===== src/rtl/load_store_unit_pkg.sv =====
// Shared definitions for the load/store unit.
// Holds the ALU operation codes this unit consumes, the FSM state
// encodings, and small helpers for classifying an alucode.
package load_store_unit_pkg;

  // ALU operation codes (6-bit), as produced by the decoder.
  localparam logic [5:0] ALU_LB  = 6'd9;
  localparam logic [5:0] ALU_LH  = 6'd10;
  localparam logic [5:0] ALU_LW  = 6'd11;
  localparam logic [5:0] ALU_LBU = 6'd12;
  localparam logic [5:0] ALU_LHU = 6'd13;
  localparam logic [5:0] ALU_SB  = 6'd14;
  localparam logic [5:0] ALU_SH  = 6'd15;
  localparam logic [5:0] ALU_SW  = 6'd16;
  localparam logic [5:0] ALU_ADD = 6'd17;

  typedef enum logic [1:0] {
    LSU_IDLE = 2'd0,
    LSU_REQ  = 2'd1,
    LSU_DONE = 2'd2
  } lsu_state_t;

  function automatic logic is_load(input logic [5:0] code);
    return (code == ALU_LB) || (code == ALU_LH) || (code == ALU_LW) ||
           (code == ALU_LBU) || (code == ALU_LHU);
  endfunction

  function automatic logic is_store(input logic [5:0] code);
    return (code == ALU_SB) || (code == ALU_SH) || (code == ALU_SW);
  endfunction

  function automatic logic is_mem_op(input logic [5:0] code);
    return is_load(code) || is_store(code);
  endfunction

endpackage


===== src/rtl/load_store_unit_align.sv =====
// lsu_align: purely combinational data steering for the load/store unit.
// Ports:
//   alucode    in  6   memory operation
//   addr_lo    in  2   byte offset within the word
//   store_data in  32  rs2 value for stores
//   rdata      in  32  word read from memory
//   we         out 1   1 for stores
//   wstrb      out 4   byte-lane write enables
//   wdata      out 32  store data replicated onto every lane it may hit
//   load_ext   out 32  extracted and sign/zero-extended load value
//   misaligned out 1   access crosses its natural alignment
module lsu_align
  import load_store_unit_pkg::*;
(
  input  logic [5:0]  alucode,
  input  logic [1:0]  addr_lo,
  input  logic [31:0] store_data,
  input  logic [31:0] rdata,
  output logic        we,
  output logic [3:0]  wstrb,
  output logic [31:0] wdata,
  output logic [31:0] load_ext,
  output logic        misaligned
);

  logic [7:0]  byte_sel;
  logic [15:0] half_sel;

  assign byte_sel = rdata[{addr_lo, 3'b000} +: 8];
  assign half_sel = rdata[{addr_lo[1], 4'b0000} +: 16];

  always_comb begin
    we         = 1'b0;
    wstrb      = 4'b0000;
    wdata      = store_data;
    load_ext   = rdata;
    misaligned = 1'b0;
    case (alucode)
      ALU_LB:  load_ext = {{24{byte_sel[7]}}, byte_sel};
      ALU_LBU: load_ext = {24'h000000, byte_sel};
      ALU_LH: begin
        load_ext   = {{16{half_sel[15]}}, half_sel};
        misaligned = addr_lo[0];
      end
      ALU_LHU: begin
        load_ext   = {16'h0000, half_sel};
        misaligned = addr_lo[0];
      end
      ALU_LW: misaligned = (addr_lo != 2'b00);
      ALU_SB: begin
        we    = 1'b1;
        wstrb = 4'b0001 << addr_lo;
        wdata = {4{store_data[7:0]}};
      end
      ALU_SH: begin
        we         = 1'b1;
        wstrb      = addr_lo[1] ? 4'b1100 : 4'b0011;
        wdata      = {2{store_data[15:0]}};
        misaligned = addr_lo[0];
      end
      ALU_SW: begin
        we         = 1'b1;
        wstrb      = 4'b1111;
        misaligned = (addr_lo != 2'b00);
      end
      default: ;
    endcase
  end

endmodule


===== src/rtl/load_store_unit.sv =====
// load_store_unit: multi-cycle data-memory access unit.
// Accepts a memory op from execute, issues one request/acknowledge
// transaction on the data port, and returns extended load data.
// Ports:
//   clk, rst                    clock and synchronous active-high reset
//   start, alucode, addr,
//   store_data                  op presented by execute
//   busy                        pipeline stall while an access is in flight
//   done, load_data, misaligned completion pulse and its results
//   mem_req, mem_we, mem_addr,
//   mem_wstrb, mem_wdata        registered request to data memory
//   mem_ack, mem_rdata          single-cycle acknowledge and read word
module load_store_unit
  import load_store_unit_pkg::*;
#(
  parameter int ADDR_W = 32
) (
  input  logic              clk,
  input  logic              rst,
  input  logic              start,
  input  logic [5:0]        alucode,
  input  logic [ADDR_W-1:0] addr,
  input  logic [31:0]       store_data,
  output logic              busy,
  output logic              done,
  output logic [31:0]       load_data,
  output logic              misaligned,
  output logic              mem_req,
  output logic              mem_we,
  output logic [ADDR_W-1:0] mem_addr,
  output logic [3:0]        mem_wstrb,
  output logic [31:0]       mem_wdata,
  input  logic              mem_ack,
  input  logic [31:0]       mem_rdata
);

  lsu_state_t state_reg, state_next;

  logic [5:0]        op_reg;
  logic [1:0]        addr_lo_reg;
  logic              mem_req_reg;
  logic              mem_we_reg;
  logic [ADDR_W-1:0] mem_addr_reg;
  logic [3:0]        mem_wstrb_reg;
  logic [31:0]       mem_wdata_reg;
  logic [31:0]       load_data_reg;
  logic              misaligned_reg;

  logic        accept;
  logic [5:0]  align_op;
  logic [1:0]  align_lo;
  logic        align_we;
  logic [3:0]  align_wstrb;
  logic [31:0] align_wdata;
  logic [31:0] align_load;
  logic        align_mis;

  assign accept = start && (state_reg == LSU_IDLE) && is_mem_op(alucode);

  // One aligner serves both phases: in IDLE it looks at the incoming op to
  // build the request and judge alignment; afterwards it looks at the
  // captured op so the load extract uses the offset of the pending access.
  assign align_op = (state_reg == LSU_IDLE) ? alucode   : op_reg;
  assign align_lo = (state_reg == LSU_IDLE) ? addr[1:0] : addr_lo_reg;

  lsu_align u_align (
    .alucode    (align_op),
    .addr_lo    (align_lo),
    .store_data (store_data),
    .rdata      (mem_rdata),
    .we         (align_we),
    .wstrb      (align_wstrb),
    .wdata      (align_wdata),
    .load_ext   (align_load),
    .misaligned (align_mis)
  );

  always_ff @(posedge clk) begin
    if (rst) state_reg <= LSU_IDLE;
    else     state_reg <= state_next;
  end

  always_comb begin
    state_next = state_reg;
    case (state_reg)
      LSU_IDLE: if (accept) state_next = align_mis ? LSU_DONE : LSU_REQ;
      LSU_REQ:  if (mem_ack) state_next = LSU_DONE;
      LSU_DONE: state_next = LSU_IDLE;
      default:  state_next = LSU_IDLE;
    endcase
  end

  always_ff @(posedge clk) begin
    if (rst) begin
      op_reg         <= '0;
      addr_lo_reg    <= '0;
      mem_req_reg    <= 1'b0;
      mem_we_reg     <= 1'b0;
      mem_addr_reg   <= '0;
      mem_wstrb_reg  <= '0;
      mem_wdata_reg  <= '0;
      load_data_reg  <= '0;
      misaligned_reg <= 1'b0;
    end else begin
      if (accept) begin
        op_reg         <= alucode;
        addr_lo_reg    <= addr[1:0];
        misaligned_reg <= align_mis;
        if (!align_mis) begin
          mem_req_reg   <= 1'b1;
          mem_we_reg    <= align_we;
          mem_addr_reg  <= {addr[ADDR_W-1:2], 2'b00};
          mem_wstrb_reg <= align_wstrb;
          mem_wdata_reg <= align_wdata;
        end else if (is_load(alucode)) begin
          // A refused load still completes, with a defined zero result.
          load_data_reg <= '0;
        end
      end
      if ((state_reg == LSU_REQ) && mem_ack) begin
        mem_req_reg <= 1'b0;
        if (is_load(op_reg)) load_data_reg <= align_load;
      end
    end
  end

  assign busy       = (state_reg != LSU_IDLE);
  assign done       = (state_reg == LSU_DONE);
  assign load_data  = load_data_reg;
  assign misaligned = misaligned_reg;
  assign mem_req    = mem_req_reg;
  assign mem_we     = mem_we_reg;
  assign mem_addr   = mem_addr_reg;
  assign mem_wstrb  = mem_wstrb_reg;
  assign mem_wdata  = mem_wdata_reg;

endmodule


===== config.mk =====
export PLATFORM = sky130hd
export DESIGN_NAME = load_store_unit
export DESIGN_NICKNAME = d
export VERILOG_FILES = /design/src/rtl/load_store_unit_pkg.sv /design/src/rtl/load_store_unit_align.sv /design/src/rtl/load_store_unit.sv
export SDC_FILE = /design/constraint.sdc
export NUM_CORES = 1
export LEC_CHECK = 0
export CORE_AREA = 2 2 94 165
export DETAILED_ROUTE_END_ITERATION = 10
export DIE_AREA = 0 0 96 167
export PLACE_DENSITY = 0.82
export REMOVE_ABC_BUFFERS = 1
export SYNTH_ARGS = -nofsm -noshare
export SYNTH_HDL_FRONTEND = slang
export SYNTH_SLANG_ARGS = --single-unit

===== constraint.sdc =====
create_clock -name clk -period 2.4 [get_ports clk]
set_clock_uncertainty 0.2 [all_clocks]
set_input_delay 0.24 -clock clk [delete_from_list [all_inputs] [get_ports clk]]
set_output_delay 0.24 -clock clk [all_outputs]
set_load 0.01 [all_outputs]

==> results of run 1 <==
## cell families after synthesis
group | count (synthesis)
multiplexers | 25
flip-flops | 111
XOR/XNOR | 2
other | 1
AO/OA/AOI/OAI | 242
buffers and inverters | 74
AND/OR/NAND/NOR | 193
## worst max-delay path: stages (launching register included)
cell and delay [ps]:
sky130_fd_sc_hd__dfxtp_4 370, sky130_fd_sc_hd__buf_6 130, sky130_fd_sc_hd__or4b_4 560, sky130_fd_sc_hd__o21a_4 160, sky130_fd_sc_hd__buf_4 140, sky130_fd_sc_hd__nor2_4 100, sky130_fd_sc_hd__buf_6 120, sky130_fd_sc_hd__o21ai_4 110
sky130_fd_sc_hd__bufbuf_16 310, sky130_fd_sc_hd__nand4_1 100, sky130_fd_sc_hd__a21oi_1 80
## cells in the mapped netlist, drive strengths merged, types with 2 or more instances
library cell / count
clkbuf: 33
o21ai: 7
o221a: 7
a31oi: 37
nor4: 5
nand2: 68
nand4: 38
nor2: 23
nor3b: 5
and3: 5
nand3b: 3
a2bb2oi: 8
or3b: 2
o31ai: 38
a311oi: 23
a21boi: 2
dfxtp: 111
nand2b: 6
mux2: 5
inv: 2
a211oi: 22
a221oi: 8
nor2b: 4
o21a: 4
a22oi: 7
o22ai: 16
mux2i: 20
a21oi: 50
o211ai: 4
xnor2: 2
buf: 39
nor3: 18
nand3: 13
## worst min-delay path by stage
stage / start / end / slack, ps / cells past startpoint
floorplan: rst / mem_wdata[17]$_SDFFE_PP0P_ / 110 / 1
global placement: mem_addr[2]$_SDFFE_PP0P_ / mem_addr[2]$_SDFFE_PP0P_ / 250 / 2
detailed placement: mem_addr[6]$_SDFFE_PP0P_ / mem_addr[6]$_SDFFE_PP0P_ / 260 / 2
CTS: rst / mem_wdata[23]$_SDFFE_PP0P_ / 60 / 2
global route: rst / mem_wdata[26]$_SDFFE_PP0P_ / 80 / 2
finish: rst / mem_wdata[23]$_SDFFE_PP0P_ / 80 / 2
## per-layer routing
layer,GRT usage,up-vias
li1,-,3056
met1,0.2643,3141
met2,0.4864,341
met3,0.06332,97
met4,0.1522,0
met5,0,-
## layout by cell type (no fill, tap or decap), types with 11 or more instances in the layout
cell type	Yosys	routed
sky130_fd_sc_hd__a211oi_2	0	13
sky130_fd_sc_hd__a31oi_2	0	11
sky130_fd_sc_hd__a21oi_1	48	48
sky130_fd_sc_hd__nand2_1	68	68
sky130_fd_sc_hd__nor2_1	18	17
sky130_fd_sc_hd__nand4_1	38	38
sky130_fd_sc_hd__o22ai_1	16	16
sky130_fd_sc_hd__buf_12	0	20
sky130_fd_sc_hd__a311oi_1	13	12
sky130_fd_sc_hd__a311oi_2	10	11
sky130_fd_sc_hd__o31ai_1	38	38
sky130_fd_sc_hd__buf_4	10	87
sky130_fd_sc_hd__dfxtp_1	111	109
sky130_fd_sc_hd__nand3_1	12	11
sky130_fd_sc_hd__mux2i_1	16	16
sky130_fd_sc_hd__a31oi_1	37	23
sky130_fd_sc_hd__clkdlybuf4s50_1	0	207
## stage by stage
stage	instances	cell area (um2)
after global placement	1077	8825
after detailed placement	1077	8825
final	1099	9569
after CTS	1097	9478
after global routing	1099	9569
after floorplan	577	5435
## power by group
| part | total, uW | internal (uW) | switching (uW) |
|---|---|---|---|
| clock network | 1510 | 763 | 751 |
| registers | 1900 | 1880 | 24.1 |
| logic | 844 | 462 | 382 |
| total | 4260 | 3100 | 1160 |
## timing repair
item	in CTS	in global routing
endpoints found under the setup margin	103	103
gates resized for setup	61	13
pin swaps	30	17
setup buffers	4	2
cloned	1	0
## final cells by class
cell class	instances	share of cell area
Multi-Input combinational cell	464	0.3717
Timing Repair Buffer	323	0.3394
Sequential cell	111	0.2327
Clock buffer	10	0.02497
Tap cell	183	0.02393
Clock inverter	6	0.006145
Inverter	2	0.001046
==> flow_results.org, run 1 <==
** Synth
- Of the total synthesized cell area, the portion taken by full adders, half adders and majority gates is 0.
- For this run, the number of Yosys warnings is 0.
- Synthesis-stage register bit count :: 111
- The share of the synthesized area in compound gates (AO/OA/AOI/OAI) came to 0.3099.
- The average instance in the mapped netlist occupies 8.934 um2.
- Synth top area cells :: sky130_fd_sc_hd__dfxtp_1, sky130_fd_sc_hd__o31ai_1, sky130_fd_sc_hd__nand2_1
- For this run, the register share of the synthesized area comes to 0.3838.
- Among all flip-flop cells after synthesis, the most frequent one is sky130_fd_sc_hd__dfxtp_1.
- Counting flops with a built-in enable in the synthesized netlist gives 0.
- Netlist area before placement :: 0.005789 mm2
- Counting flops with an async set or reset pin after synthesis yields a share of 0.
- Share of the synthesized area in the top cell type :: 0.3838
- The netlist uses 66 different library cells.
- sky130_fd_sc_hd__dfxtp_1 takes more of the synthesized area than any other cell.
- By area, the combinational part of the netlist is dominated by compound AO/OA/AOI/OAI gates.
- Of the total synthesized cell area, the portion taken by XOR and XNOR cells is 0.003026.
- Proportion of synthesized area in mux cells :: 0.05360
- Synthesized-area fraction occupied by and/or/nand/nor cells :: 0.1854
- Gate count of the mapped netlist :: 648

** STA
- On the final layout, the worst hold slack is between 70 and 80 ps.
- The number of pins with negative max-slew slack in the final report is 0.
- Relative max-transition margin :: 0.6389
- Final hold violation count :: 0
- Min setup slack post-route :: -127.9 ps
- Time the worst path needs with I/O delays and setup :: 2528 ps
- At the pin with the least slew margin, the transition time is 541.6 ps.
- Setup Viol. Count Final :: 84
- Unrepaired setup endpoints after global routing :: true
- Timing-limited maximum frequency :: 395.6 MHz
- Tcrit/Tclk final :: 1.053
- In the final timing run, aggregate negative setup slack is -3703 ps.

** Job
- Number of max-cap violations :: 0

** GRT
- After global routing the overflow that remains totals 0.
- Maximum number of pins on one net before global-route repair :: 43
- Number of global-route vias before repair :: 6832
- The first global-routing pass estimated between 30000 and 40000 um of wire.
- Initial antenna violation count :: 0
- Global-route total usage across every layer :: 0.2672

** Final layout
- Number of antenna diodes :: 0
- Once layout is complete, the utilization of the core stands at 0.6514.
- Summing all flip-flop and latch instances after layout gives 0.002227 mm2.
- The layout has around 1100 filler cells.
- Of the cells placed in the final design, the portion with a size suffix greater than 1 is 0.2533.
- P&R area growth vs syn :: 65.29%
- The multi-input combinational cells in the finished layout cover a total of about 0.0036 mm2.
- At the end of the flow, the number of nets in the layout was 1017.

** Drt
- Number of optimization iterations in the first detailed-route pass :: 5
- DR WL/cell :: 20.20 um
- Routed wire length :: between 20000 and 25000 um
- After detailed routing, no signal wire sits above met4.
- In the routed design, unresolved DRC markers number 0.
- DRT met1 WL :: between 7000 and 8000 um
- The final route contains approximately 6600 vias.
- Via count normalized by instance count :: around 6.0
- Routed wire length on met3 :: 1596 um
- The routed design uses around 12000 um of met2 wire.
- Once detail routing completed, the nets flagged for antenna violations numbered 0.
- For this block, the initial DRC count from the detailed router was 360.

** Clocking
- Hold bufs inserted after CTS :: 0
- Sinks on Clock Net :: 111
- Reg clk slew, reported paths :: 80 ps
- Maximum clock path buffer count :: 2
- TritonCTS clock tree :: yes
- The tree is rooted in a sky130_fd_sc_hd__clkbuf_16.
- Number of levels the H-tree was split into :: 3
- At the later pin of the worst-skew pair, clock insertion delay measures ~350 ps.
- Total clock buffers created by CTS :: 9

** Setup path
- The worst setup path is launched from a flip-flop.
- Worst reg-to-reg setup slack :: -130 ps
- Required time worst endpoint :: 2410 ps
- Worst setup EP type :: flip-flop
- Critical Setup Path Class :: reg2reg
- R2R Path End :: mem_addr[20]$_SDFFE_PP0P_
- CP Data Arrival Time :: 2530 ps
- In this run the worst setup path terminates at mem_addr[20]$_SDFFE_PP0P_.
- Number of cell instances on the worst register-to-register path :: 10
- The startpoint identified for the worst register-to-register timing path is state_reg[1]$_SDFFE_PP0P_.
- The critical path starts at state_reg[1]$_SDFFE_PP0P_.
- Crit path max fanout :: 9

** Die
- The floorplan step set the die width to 96 um.
- Placeable core region :: 0.01469 mm2
- In this run the core area contains 59 standard-cell rows.
- During I/O placement, the number of pins put on the boundary was 211.
- For this configuration, the core starts out at a cell density of 0.3941.
- The die is about 170 um tall.
- The floorplan step defined a die boundary enclosing 0.01603 mm2.

** Power
- The worst-case IR drop observed on VDD is around 0.34 mV.
- Dividing total power by cell area gives a power density of 444.9 mW/mm2.
- For this design the static power due to leakage is 0.003327 uW.
- The design draws 4257 uW.

** Placed design
- The count of buffers added on input and output ports is 208.
- Sum of net half-perimeters after detailed placement :: 15830 um
- Setup slack after placement :: -645.3 ps
- At the end of routability-driven placement, the weighted congestion stood at 0.8962.

** Worst hold path
- In this run the worst hold path is classified as in2reg.

** Run status
- Result of the run :: finished, violations left
- The checks that failed: setup timing.
(Power assumes the default switching activity.)
==> inputs of run 2 (changes only) <==
CTS_CLUSTER_DIAMETER = 50   (was unset)
==> results of run 2 <==
Final layout, timing and power as in run 1 (identical DEF).
